<file path="src/rtl/glitch_scheduler_pkg.sv">
// Shared types and default widths for the clock-glitch scheduler.
package glitch_sched_pkg;

  localparam int unsigned DEF_CNT_W = 16;
  localparam int unsigned DEF_REP_W = 8;

  typedef enum logic [2:0] {
    S_WAIT_LOCK,
    S_IDLE,
    S_ARMED,
    S_DELAY,
    S_GLITCH,
    S_GAP,
    S_DONE
  } state_t;

endpackage

</file>
<file path="src/rtl/glitch_scheduler_if.sv">
// Host/trigger/glitch-mux signal bundle for glitch_scheduler.
interface glitch_scheduler_if
  import glitch_sched_pkg::*;
#(
  parameter int unsigned CNT_W = DEF_CNT_W,
  parameter int unsigned REP_W = DEF_REP_W
) ();

  logic             arm;
  logic             abort;
  logic             trigger;
  logic [CNT_W-1:0] cfg_offset;
  logic [CNT_W-1:0] cfg_width;
  logic [CNT_W-1:0] cfg_gap;
  logic [REP_W-1:0] cfg_repeat;
  logic             glitch_en;
  logic             ready;
  logic             busy;
  logic             done;
  logic [REP_W-1:0] pulse_idx;

  modport master (
    output arm, abort, trigger, cfg_offset, cfg_width, cfg_gap, cfg_repeat,
    input  glitch_en, ready, busy, done, pulse_idx
  );

  modport slave (
    input  arm, abort, trigger, cfg_offset, cfg_width, cfg_gap, cfg_repeat,
    output glitch_en, ready, busy, done, pulse_idx
  );

endinterface

</file>
<file path="src/rtl/glitch_scheduler_sync2.sv">
// Two-flop synchronizer for a single asynchronous bit, synchronously reset to 0.
module sync2 (
  input  logic clk,
  input  logic reset_n,
  input  logic d,
  output logic q
);

  logic meta;

  always_ff @(posedge clk) begin
    if (!reset_n) begin
      meta <= 1'b0;
      q    <= 1'b0;
    end else begin
      meta <= d;
      q    <= meta;
    end
  end

endmodule

</file>
<file path="src/rtl/glitch_scheduler.sv">
// Clock-glitch sequencer: lock qualification, arm, trigger offset, N pulses with gaps.
// GLITCH_SCHED_TRIG_SYNC_EN: route trigger through a 2-flop synchronizer (+2 cycles latency).
module glitch_scheduler
  import glitch_sched_pkg::*;
#(
  parameter int unsigned LOCK_CYCLES = 1024,
  parameter int unsigned CNT_W       = DEF_CNT_W,
  parameter int unsigned REP_W       = DEF_REP_W
) (
  input  logic                clock_in,
  input  logic                reset_n,
  input  logic                pll_locked,
  glitch_scheduler_if.slave   bus
);

  localparam int unsigned     LOCK_W    = $clog2(LOCK_CYCLES + 1);
  localparam logic [LOCK_W-1:0] LOCK_LAST = LOCK_W'(LOCK_CYCLES - 1);

  state_t             state, state_next;
  logic [LOCK_W-1:0]  lock_cnt, lock_cnt_next;
  logic [CNT_W-1:0]   cnt, cnt_next;
  logic [REP_W-1:0]   rep_cnt, rep_next;
  logic [REP_W-1:0]   idx, idx_next;
  logic [CNT_W-1:0]   off_q, wid_q, gap_q;
  logic [REP_W-1:0]   rep_q;
  logic               load_cfg;
  logic               lock_s, trig_s, trig_prev, trig_edge;
  logic               glitch_q, done_q, busy_s;
  logic [CNT_W-1:0]   wid_last, gap_last;
  logic [REP_W-1:0]   rep_last;

  sync2 u_lock_sync (.clk(clock_in), .reset_n(reset_n), .d(pll_locked), .q(lock_s));

`ifdef GLITCH_SCHED_TRIG_SYNC_EN
  sync2 u_trig_sync (.clk(clock_in), .reset_n(reset_n), .d(bus.trigger), .q(trig_s));
`else
  assign trig_s = bus.trigger;
`endif

  assign trig_edge = trig_s & ~trig_prev;
  assign busy_s    = state inside {S_ARMED, S_DELAY, S_GLITCH, S_GAP};
  // Zero-valued settings behave as 1; counters hold N-1 and count down to 0.
  assign wid_last  = (wid_q == '0) ? '0 : wid_q - CNT_W'(1);
  assign gap_last  = (gap_q == '0) ? '0 : gap_q - CNT_W'(1);
  assign rep_last  = (rep_q == '0) ? '0 : rep_q - REP_W'(1);

  always_comb begin
    state_next    = state;
    lock_cnt_next = lock_cnt;
    cnt_next      = cnt;
    rep_next      = rep_cnt;
    idx_next      = idx;
    load_cfg      = 1'b0;
    if (!lock_s) begin
      state_next    = S_WAIT_LOCK;
      lock_cnt_next = '0;
    end else if (bus.abort && busy_s) begin
      state_next = S_IDLE;
    end else begin
      case (state)
        S_WAIT_LOCK: begin
          if (lock_cnt == LOCK_LAST) state_next = S_IDLE;
          else lock_cnt_next = lock_cnt + LOCK_W'(1);
        end
        S_IDLE: begin
          if (bus.arm) begin
            load_cfg   = 1'b1;
            state_next = S_ARMED;
          end
        end
        S_ARMED: begin
          if (trig_edge) begin
            idx_next = '0;
            rep_next = rep_last;
            if (off_q == '0) begin
              state_next = S_GLITCH;
              cnt_next   = wid_last;
            end else begin
              state_next = S_DELAY;
              cnt_next   = off_q - CNT_W'(1);
            end
          end
        end
        S_DELAY: begin
          if (cnt == '0) begin
            state_next = S_GLITCH;
            cnt_next   = wid_last;
          end else cnt_next = cnt - CNT_W'(1);
        end
        S_GLITCH: begin
          if (cnt != '0) cnt_next = cnt - CNT_W'(1);
          else if (rep_cnt == '0) state_next = S_DONE;
          else begin
            state_next = S_GAP;
            cnt_next   = gap_last;
            rep_next   = rep_cnt - REP_W'(1);
          end
        end
        S_GAP: begin
          if (cnt == '0) begin
            state_next = S_GLITCH;
            cnt_next   = wid_last;
            idx_next   = idx + REP_W'(1);
          end else cnt_next = cnt - CNT_W'(1);
        end
        S_DONE:  state_next = S_IDLE;
        default: state_next = S_WAIT_LOCK;
      endcase
    end
  end

  always_ff @(posedge clock_in) begin
    if (!reset_n) begin
      state     <= S_WAIT_LOCK;
      lock_cnt  <= '0;
      cnt       <= '0;
      rep_cnt   <= '0;
      idx       <= '0;
      off_q     <= '0;
      wid_q     <= '0;
      gap_q     <= '0;
      rep_q     <= '0;
      trig_prev <= 1'b0;
      glitch_q  <= 1'b0;
      done_q    <= 1'b0;
    end else begin
      state     <= state_next;
      lock_cnt  <= lock_cnt_next;
      cnt       <= cnt_next;
      rep_cnt   <= rep_next;
      idx       <= idx_next;
      trig_prev <= trig_s;
      // Output lags GLITCH by one cycle but is cut off on the abort/lock-loss edge itself.
      glitch_q  <= (state == S_GLITCH) && lock_s && !bus.abort;
      done_q    <= (state == S_DONE) && lock_s;
      if (load_cfg) begin
        off_q <= bus.cfg_offset;
        wid_q <= bus.cfg_width;
        gap_q <= bus.cfg_gap;
        rep_q <= bus.cfg_repeat;
      end
    end
  end

  assign bus.glitch_en = glitch_q;
  assign bus.done      = done_q;
  assign bus.ready     = (state == S_IDLE);
  assign bus.busy      = busy_s;
  assign bus.pulse_idx = idx;

endmodule
</file>
<file path="src/flat_wrapper.sv">
// flat-port wrapper written by rule: the top's interface ports become plain ports
module glitch_scheduler_flat import glitch_sched_pkg::*;
#(
  parameter int unsigned LOCK_CYCLES = 1024,
  parameter int unsigned CNT_W       = DEF_CNT_W,
  parameter int unsigned REP_W       = DEF_REP_W
)
  (clock_in, reset_n, pll_locked, bus_arm, bus_abort, bus_trigger, bus_cfg_offset, bus_cfg_width, bus_cfg_gap, bus_cfg_repeat, bus_glitch_en, bus_ready, bus_busy, bus_done, bus_pulse_idx);
  glitch_scheduler_if #(.CNT_W(CNT_W), .REP_W(REP_W)) bus_i ();
  input  logic clock_in;
  input  logic reset_n;
  input  logic pll_locked;
  input wire logic [$bits(bus_i.arm)-1:0] bus_arm;
  input wire logic [$bits(bus_i.abort)-1:0] bus_abort;
  input wire logic [$bits(bus_i.trigger)-1:0] bus_trigger;
  input wire logic [$bits(bus_i.cfg_offset)-1:0] bus_cfg_offset;
  input wire logic [$bits(bus_i.cfg_width)-1:0] bus_cfg_width;
  input wire logic [$bits(bus_i.cfg_gap)-1:0] bus_cfg_gap;
  input wire logic [$bits(bus_i.cfg_repeat)-1:0] bus_cfg_repeat;
  output wire logic [$bits(bus_i.glitch_en)-1:0] bus_glitch_en;
  output wire logic [$bits(bus_i.ready)-1:0] bus_ready;
  output wire logic [$bits(bus_i.busy)-1:0] bus_busy;
  output wire logic [$bits(bus_i.done)-1:0] bus_done;
  output wire logic [$bits(bus_i.pulse_idx)-1:0] bus_pulse_idx;
  assign bus_i.arm = bus_arm;
  assign bus_i.abort = bus_abort;
  assign bus_i.trigger = bus_trigger;
  assign bus_i.cfg_offset = bus_cfg_offset;
  assign bus_i.cfg_width = bus_cfg_width;
  assign bus_i.cfg_gap = bus_cfg_gap;
  assign bus_i.cfg_repeat = bus_cfg_repeat;
  assign bus_glitch_en = bus_i.glitch_en;
  assign bus_ready = bus_i.ready;
  assign bus_busy = bus_i.busy;
  assign bus_done = bus_i.done;
  assign bus_pulse_idx = bus_i.pulse_idx;
  glitch_scheduler #(.LOCK_CYCLES(LOCK_CYCLES), .CNT_W(CNT_W), .REP_W(REP_W)) u_core (.clock_in(clock_in), .reset_n(reset_n), .pll_locked(pll_locked), .bus(bus_i));
endmodule
</file>
<file path="config.mk">
export PLATFORM = sky130hd
export DESIGN_NAME = glitch_scheduler_flat
export DESIGN_NICKNAME = d
export VERILOG_FILES = /design/src/rtl/glitch_scheduler_pkg.sv /design/src/rtl/glitch_scheduler_if.sv /design/src/rtl/glitch_scheduler_sync2.sv /design/src/rtl/glitch_scheduler.sv /design/src/flat_wrapper.sv
export SDC_FILE = /design/constraint.sdc
export NUM_CORES = 1
export LEC_CHECK = 0
export ABC_AREA = 1
export BUFFER_PORTS_ARGS = -buffer_cell sky130_fd_sc_hd__buf_2
export CAP_MARGIN = 30
export CORE_UTILIZATION = 50
export DETAILED_ROUTE_END_ITERATION = 8
export GPL_TIMING_DRIVEN = 0
export PLACE_DENSITY = 0.76
export SYNTH_ARGS = -nofsm -noshare
export SYNTH_HDL_FRONTEND = slang
export SYNTH_SLANG_ARGS = --single-unit
export TNS_END_PERCENT = 1
</file>
<file path="constraint.sdc">
create_clock -name clock_in -period 2.03 [get_ports clock_in]
set_clock_uncertainty 0.1 [all_clocks]
set_input_delay 0.3045 -clock clock_in [delete_from_list [all_inputs] [get_ports clock_in]]
set_output_delay 0.3045 -clock clock_in [all_outputs]
set_load 0.02 [all_outputs]
</file>
==> flow_metrics.tcl, run 1 <==
set metrics [dict create \
    status "finished, final reports clean" \
    nets 1291 \
    fp.dieW_um 119 \
    min_path_type "primary input to flop" \
    netlist_area_um2 6880 \
    p_leak_nw 4.07 \
    setup_violations 0 \
    start_util_pct 51.6 \
    peakVddDrop_uv 661 \
    maxSlewViolCount 0 \
    fin_crit_sh_pct 100 \
    final_layout_size_suffix_gt1_share_pct 19.1 \
    postLayoutCoreUtil_pct 62.8 \
    synth_cell_types 42 \
    cts-root-buf "clkbuf_16" \
    path_clk_slew_ns 0.07 \
    area_growth_pct 21.9 \
    drt-vias-per-instance 5.44 \
    powerDensity_nw_per_um2 493 \
    coreArea_um2 13300 \
    ys_seq_area_share_pct 31.1 \
    synthesis.nets 1183 \
    cp_data_arrival_time_ns 2.19 \
    ios 74 \
    ys_ff_latch 107 \
    synth.avg_cell_area_um2 6.19 \
    rows 42 \
    grt-ovfl-total 0 \
    crit_type "flop to flop" \
    holdWs_ns 0.0190 \
    routed_wl_mm 20.5 \
    sequentialPowerShare_pct 50.7 \
    die_height_um 119 \
    cap_violations 0 \
    end_kind "flop" \
    max_clock_freq_mhz 493 \
    drc 0 \
    drtIter0Drc 623 \
    worst_pin_slew_ns 0.614 \
    p_sw_mw 0.937 \
    yosys.area.top_type "dfxtp_1" \
    port_buffers 72 \
    p_int_mw 3.20 \
    path_max_fanout 7 \
    rsz0062_at_grt "yes" \
    clock_latency_ns 0.37 \
    grtUsageTotal_pct 28.2 \
    antenna_found_initial 0 \
    htreeDepth 3 \
    cts_tree "built" \
    vias 7614 \
    wl_per_cell_um 14.7 \
    synth_top_cells_by_area "dfxtp_1 31%, nand2_1 13%, nor2_1 9.2%, o21ai_0 7.4%, nand3_1 7.3%" \
    combPwrFrac_pct 3.3 \
    postRouteAntennaNets 0 \
    p_clk_share_pct 46.0 \
    cts_sinks 107 \
    antenna_cells 0 \
    drtPass1Iterations 5 \
    clk_path_buf_depth 2 \
    grt_pass1_vias 6756 \
    netSwitchingFraction_pct 22.6 \
    yosys_warnings 0 \
    slew_headroom_pct 59.1 \
    synth_cells 1111 \
    cts_made_buffers 9 \
    hold_viol 0 \
    dp_hpwl_mm 15.0 \
    globalplace.congestion 0.992 \
    grt_max_degree 19 \
    crit_path_start_kind "flop" \
    synth_top_area_share_pct 31.1 \
    cp.required_ns 2.19 \
    cts_hold_buf 0 \
    grt_pass1_wl_mm 32.1 \
    finalCriticalPeriod_ns 2.03 \
    dieArea_um2 14200 \
]
final timing paths:
path,slack [ns],from,endpoint,cells after the start
worst max-delay path,0.0004,u_core.state[1],u_core.cnt[13],11
worst max register to register,0.0004,u_core.state[1],u_core.cnt[13],11
worst min-delay path,0.02,pll_locked,u_core.u_lock_sync.meta,3
worst min register to register,0.31,u_core.u_lock_sync.meta,u_core.u_lock_sync.q,2
synthesized netlist by cell type (all sizes together):
| cell | count |
|---|---|
| o31ai | 1 |
| nand2 | 244 |
| xnor2 | 5 |
| nand4 | 12 |
| dfxtp | 107 |
| nand3 | 102 |
| nor4 | 1 |
| ha | 10 |
| buf | 19 |
| or2 | 6 |
| nand3b | 1 |
| and3 | 1 |
| a21oi | 99 |
| o21ai | 118 |
| a31o | 1 |
| xor2 | 37 |
| nor3b | 4 |
| o211ai | 4 |
| nor3 | 15 |
| clkinv | 3 |
| inv | 130 |
| nor2 | 175 |
| o22ai | 1 |
| clkbuf | 15 |
layer usage:
metal / vias up / global-route usage, % / part of all wire, %
met3: 42 / 6.94 / 7.4
met5: - / 0 / 0
met1: 3481 / 36.5 / 43
met2: 282 / 45.4 / 46
met4: 0 / 10.5 / 2.9
li1: 3809 / - / -
final cells by class:
class	count	area, um2
clock buffer	11	253
multi-input combinational	837	4420
tap	176	220
timing repair buffer	97	572
clock inverter	5	67.6
sequential	107	2150
fill	1302	4960
inverter	133	515
buffer	34	186
critical path: stages, from the launching register on:
cell and delay [ns]:
dfxtp_4 0.38, inv_6 0.09, nand2_4 0.06, nor2_4 0.26
nor2_8 0.06, nand2_4 0.10, nand4_4 0.09, a21oi_4 0.33
buf_6 0.19, nand2_2 0.08, nor2_2 0.13, nor2_1 0.05
layout by cell type (no fill, tap or decap), drive strengths merged, types with 2 or more instances in the layout:
cell type  count
nand2        244
nor2         175
inv          134
o21ai        118
buf          117
dfxtp        107
nand3        102
a21oi         99
xor2          37
clkbuf        25
nor3          15
nand4         12
ha            10
or2            6
xnor2          5
o211ai         4
nor3b          4
clkinv         2
sequential cells by signal, summed over array words and instances, names as in the netlist, 8 cells and up:
signal	count
u_core.lock_cnt	11
u_core.gap_q	16
u_core.off_q	16
u_core.cnt	16
u_core.wid_q	16
u_core.rep_cnt	8
u_core.bus.pulse_idx	8
u_core.rep_q	8
cells by family after synthesis:
group | synth area share [%]
simple gates | 35.1
buf+inv | 9.75
fa+ha+maj | 1.82
xor+xnor | 5.35
compound gates | 16.8
flops | 31.1
metrics by stage:
stage	setup WS, ns	instances	TNS, ns	cell area, um2	total power, mW
CTS	-0.0393	1380	-0.107	7930	4.15
global route	-0.0731	1400	-0.917	8390	4.25
finish	0.000420	1400	0	8390	4.14
detailed placement	-0.365	1359	-5.04	7470	2.28
floorplan	0.162	1111	0	6890	2.20
global placement	-0.315	1359	-4.54	7470	2.28
power by group through the flow:
stage / clock network [mW] / logic (mW) / registers (mW)
2_1_floorplan: 0 / 0.0522 / 2.15
3_3_place_gp: 0 / 0.130 / 2.15
3_5_place_dp: 0 / 0.132 / 2.15
4_1_cts: 1.92 / 0.134 / 2.10
5_1_grt: 2.00 / 0.153 / 2.10
6_report: 1.90 / 0.135 / 2.10
what timing repair did:
item                                    in CTS  in global routing
buffers inserted                             5                 18
resized for setup                           25                 96
endpoints found under the setup margin      50                 57
cloned                                       0                  2
pin swaps                                    2                 26
Note: power is estimated with default switching activity, not from simulation.
==> run 2: changes to the inputs <==
- HOLD_SLACK_MARGIN: not set -> 0.02
==> flow_metrics.tcl, run 2 (synthesized netlist as in run 1, its figures left out) <==
set metrics [dict create \
    htreeDepth 3 \
    end_kind "flop" \
    peakVddDrop_uv 661 \
    drt-vias-per-instance 5.45 \
    cp.required_ns 2.19 \
    p_clk_share_pct 46.0 \
    grt_pass1_vias 6756 \
    p_int_mw 3.20 \
    routed.top_layer "met4" \
    cap_violations 0 \
    drtPass1Iterations 6 \
    worstPathBufferInverterCount 2 \
    cts-root-buf "clkbuf_16" \
    coreArea_um2 13300 \
    cts_tree "built" \
    sequentialPowerShare_pct 50.7 \
    combPwrFrac_pct 3.3 \
    cts_sinks 107 \
    crit_type "flop to flop" \
    worst_slack_ns 0.00135 \
    nets 1292 \
    crit_path_start_kind "flop" \
    fin_crit_sh_pct 99.9 \
    final_common_cell "nand2_1" \
    clk_path_buf_depth 2 \
    ios 74 \
    place_inst 1359 \
    maxSlewViolCount 0 \
    cp_data_arrival_time_ns 2.19 \
    setup_violations 0 \
    layout_common_cells "230 x nand2_1, 145 x nor2_1, 119 x inv_1" \
    fillCellCount 1299 \
    fp.dieW_um 119 \
    p_leak_nw 4.07 \
    rows 42 \
    globalplace.congestion 0.992 \
    drc 0 \
    postRouteAntennaNets 0 \
    slew_headroom_pct 58.3 \
    dp_hpwl_mm 15.0 \
    wl_per_cell_um 14.7 \
    grt_max_degree 19 \
    max_stage_delay_ns 0.38 \
    status "finished, final reports clean" \
    netSwitchingFraction_pct 22.6 \
    vias 7634 \
    port_buffers 72 \
    cp_top_family "simple AND/OR/NAND/NOR gates" \
    pre_cts_slack_ns -0.365 \
    seqCellArea_um2 2150 \
    crit_top_cell "nand2_4" \
    rsz0062_at_grt "yes" \
    crit_chain "inv_6 > nand2_4 > nor2_4 > nor2_8 > nand2_4 > nand4_4 > a21oi_4 > buf_6 > nand2_2 > nor2_2 > nor2_1" \
    clock_latency_ns 0.36 \
    antenna_found_initial 0 \
    wl_met3_mm 1.58 \
    fin_cells 1401 \
    cts_made_buffers 9 \
    final_layout_size_suffix_gt1_share_pct 19.1 \
    die_height_um 119 \
    antenna_cells 0 \
    m1WireLength_mm 8.83 \
    hold_viol 0 \
    drtIter0Drc 560 \
    multi_input_area_um2 4420 \
    min_path_type "primary input to flop" \
    max_clock_freq_mhz 493 \
    dieArea_um2 14200 \
    finalCriticalPeriod_ns 2.03 \
    path_max_fanout 7 \
    grt_pass1_wl_mm 32.1 \
    grt-ovfl-total 0 \
    worst_pin_slew_ns 0.626 \
    critPathSlowestCell "dfxtp_4" \
    start_util_pct 51.6 \
    area_growth_pct 22.0 \
    grtUsageTotal_pct 28.2 \
    p_sw_mw 0.937 \
    routed_wl_mm 20.5 \
    path_clk_slew_ns 0.07 \
    powerDensity_nw_per_um2 493 \
    wl_met2_mm 9.51 \
]
[run 2: cell types whose count changed in the layout (fill, tap and decap cells not counted)]
cell,before,now
dlygate4sd3_1,0,1
[run 2: cell type report]
| class | count | area share (%) |
|---|---|---|
| plain buffers | 34 | 2.22 |
| clock buffers | 11 | 3.01 |
| flip-flops and latches | 107 | 25.6 |
| inverters | 133 | 6.14 |
| well taps | 176 | 2.62 |
| repair buffers | 98 | 6.93 |
| clock inverters | 5 | 0.805 |
| multi-input cells | 837 | 52.6 |
[run 2: path summary, 6_finish.rpt]
check / start / cells after the start / endpoint / slack [ns]
worst max register to register: u_core.state[1] / 11 / u_core.cnt[13] / 0.001
worst max-delay path: u_core.state[1] / 11 / u_core.cnt[13] / 0.001
worst min-delay path: bus_trigger / 3 / u_core.trig_prev / 0.04
worst min register to register: u_core.u_lock_sync.meta / 2 / u_core.u_lock_sync.q / 0.31
[run 2: power groups by stage]
| stage | clock network [mW] | logic (mW) | registers, mW |
|---|---|---|---|
| after floorplan | 0 | 0.0522 | 2.15 |
| after global placement | 0 | 0.130 | 2.15 |
| after detailed placement | 0 | 0.132 | 2.15 |
| after CTS | 1.92 | 0.135 | 2.10 |
| after global routing | 2.00 | 0.155 | 2.10 |
| final | 1.90 | 0.137 | 2.10 |
[run 2: timing repair]
item                       in CTS  in global routing
pin swaps                       2                 26
setup buffers                   5                 18
setup endpoints to repair      50                 57
hold buffers                    1                  0
resized for setup              25                 96
hold endpoints to repair        1                  0
gates cloned                    0                  2
[run 2: through the flow]
stage	util [%]	power [mW]	hold slack (ns)	TNS [ns]	area, um2
4_1_cts	59.4	4.16	0.0365	-0.107	7940
6_report	62.9	4.14	0.0423	0	8400
3_5_place_dp	55.9	2.28	0.301	-5.04	7470
3_3_place_gp	55.9	2.28	0.296	-4.54	7470
5_1_grt	62.9	4.25	0.0497	-0.917	8400
2_1_floorplan	-	2.20	0.284	0	6890
[run 2: worst register-to-register path: cells and delay by family, from the launching register on]
family / cells / cell delay, ns
AND/OR/NAND/NOR: 8 / 0.83
AO/OA/AOI/OAI: 1 / 0.33
buffers and inverters: 2 / 0.28
flip-flops: 1 / 0.38
[run 2: per-layer routing]
| metal | up-vias | GRT usage, % |
|---|---|---|
| li1 | 3815 | - |
| met1 | 3473 | 36.5 |
| met2 | 298 | 45.4 |
| met3 | 48 | 6.94 |
| met4 | 0 | 10.5 |
| met5 | - | 0 |
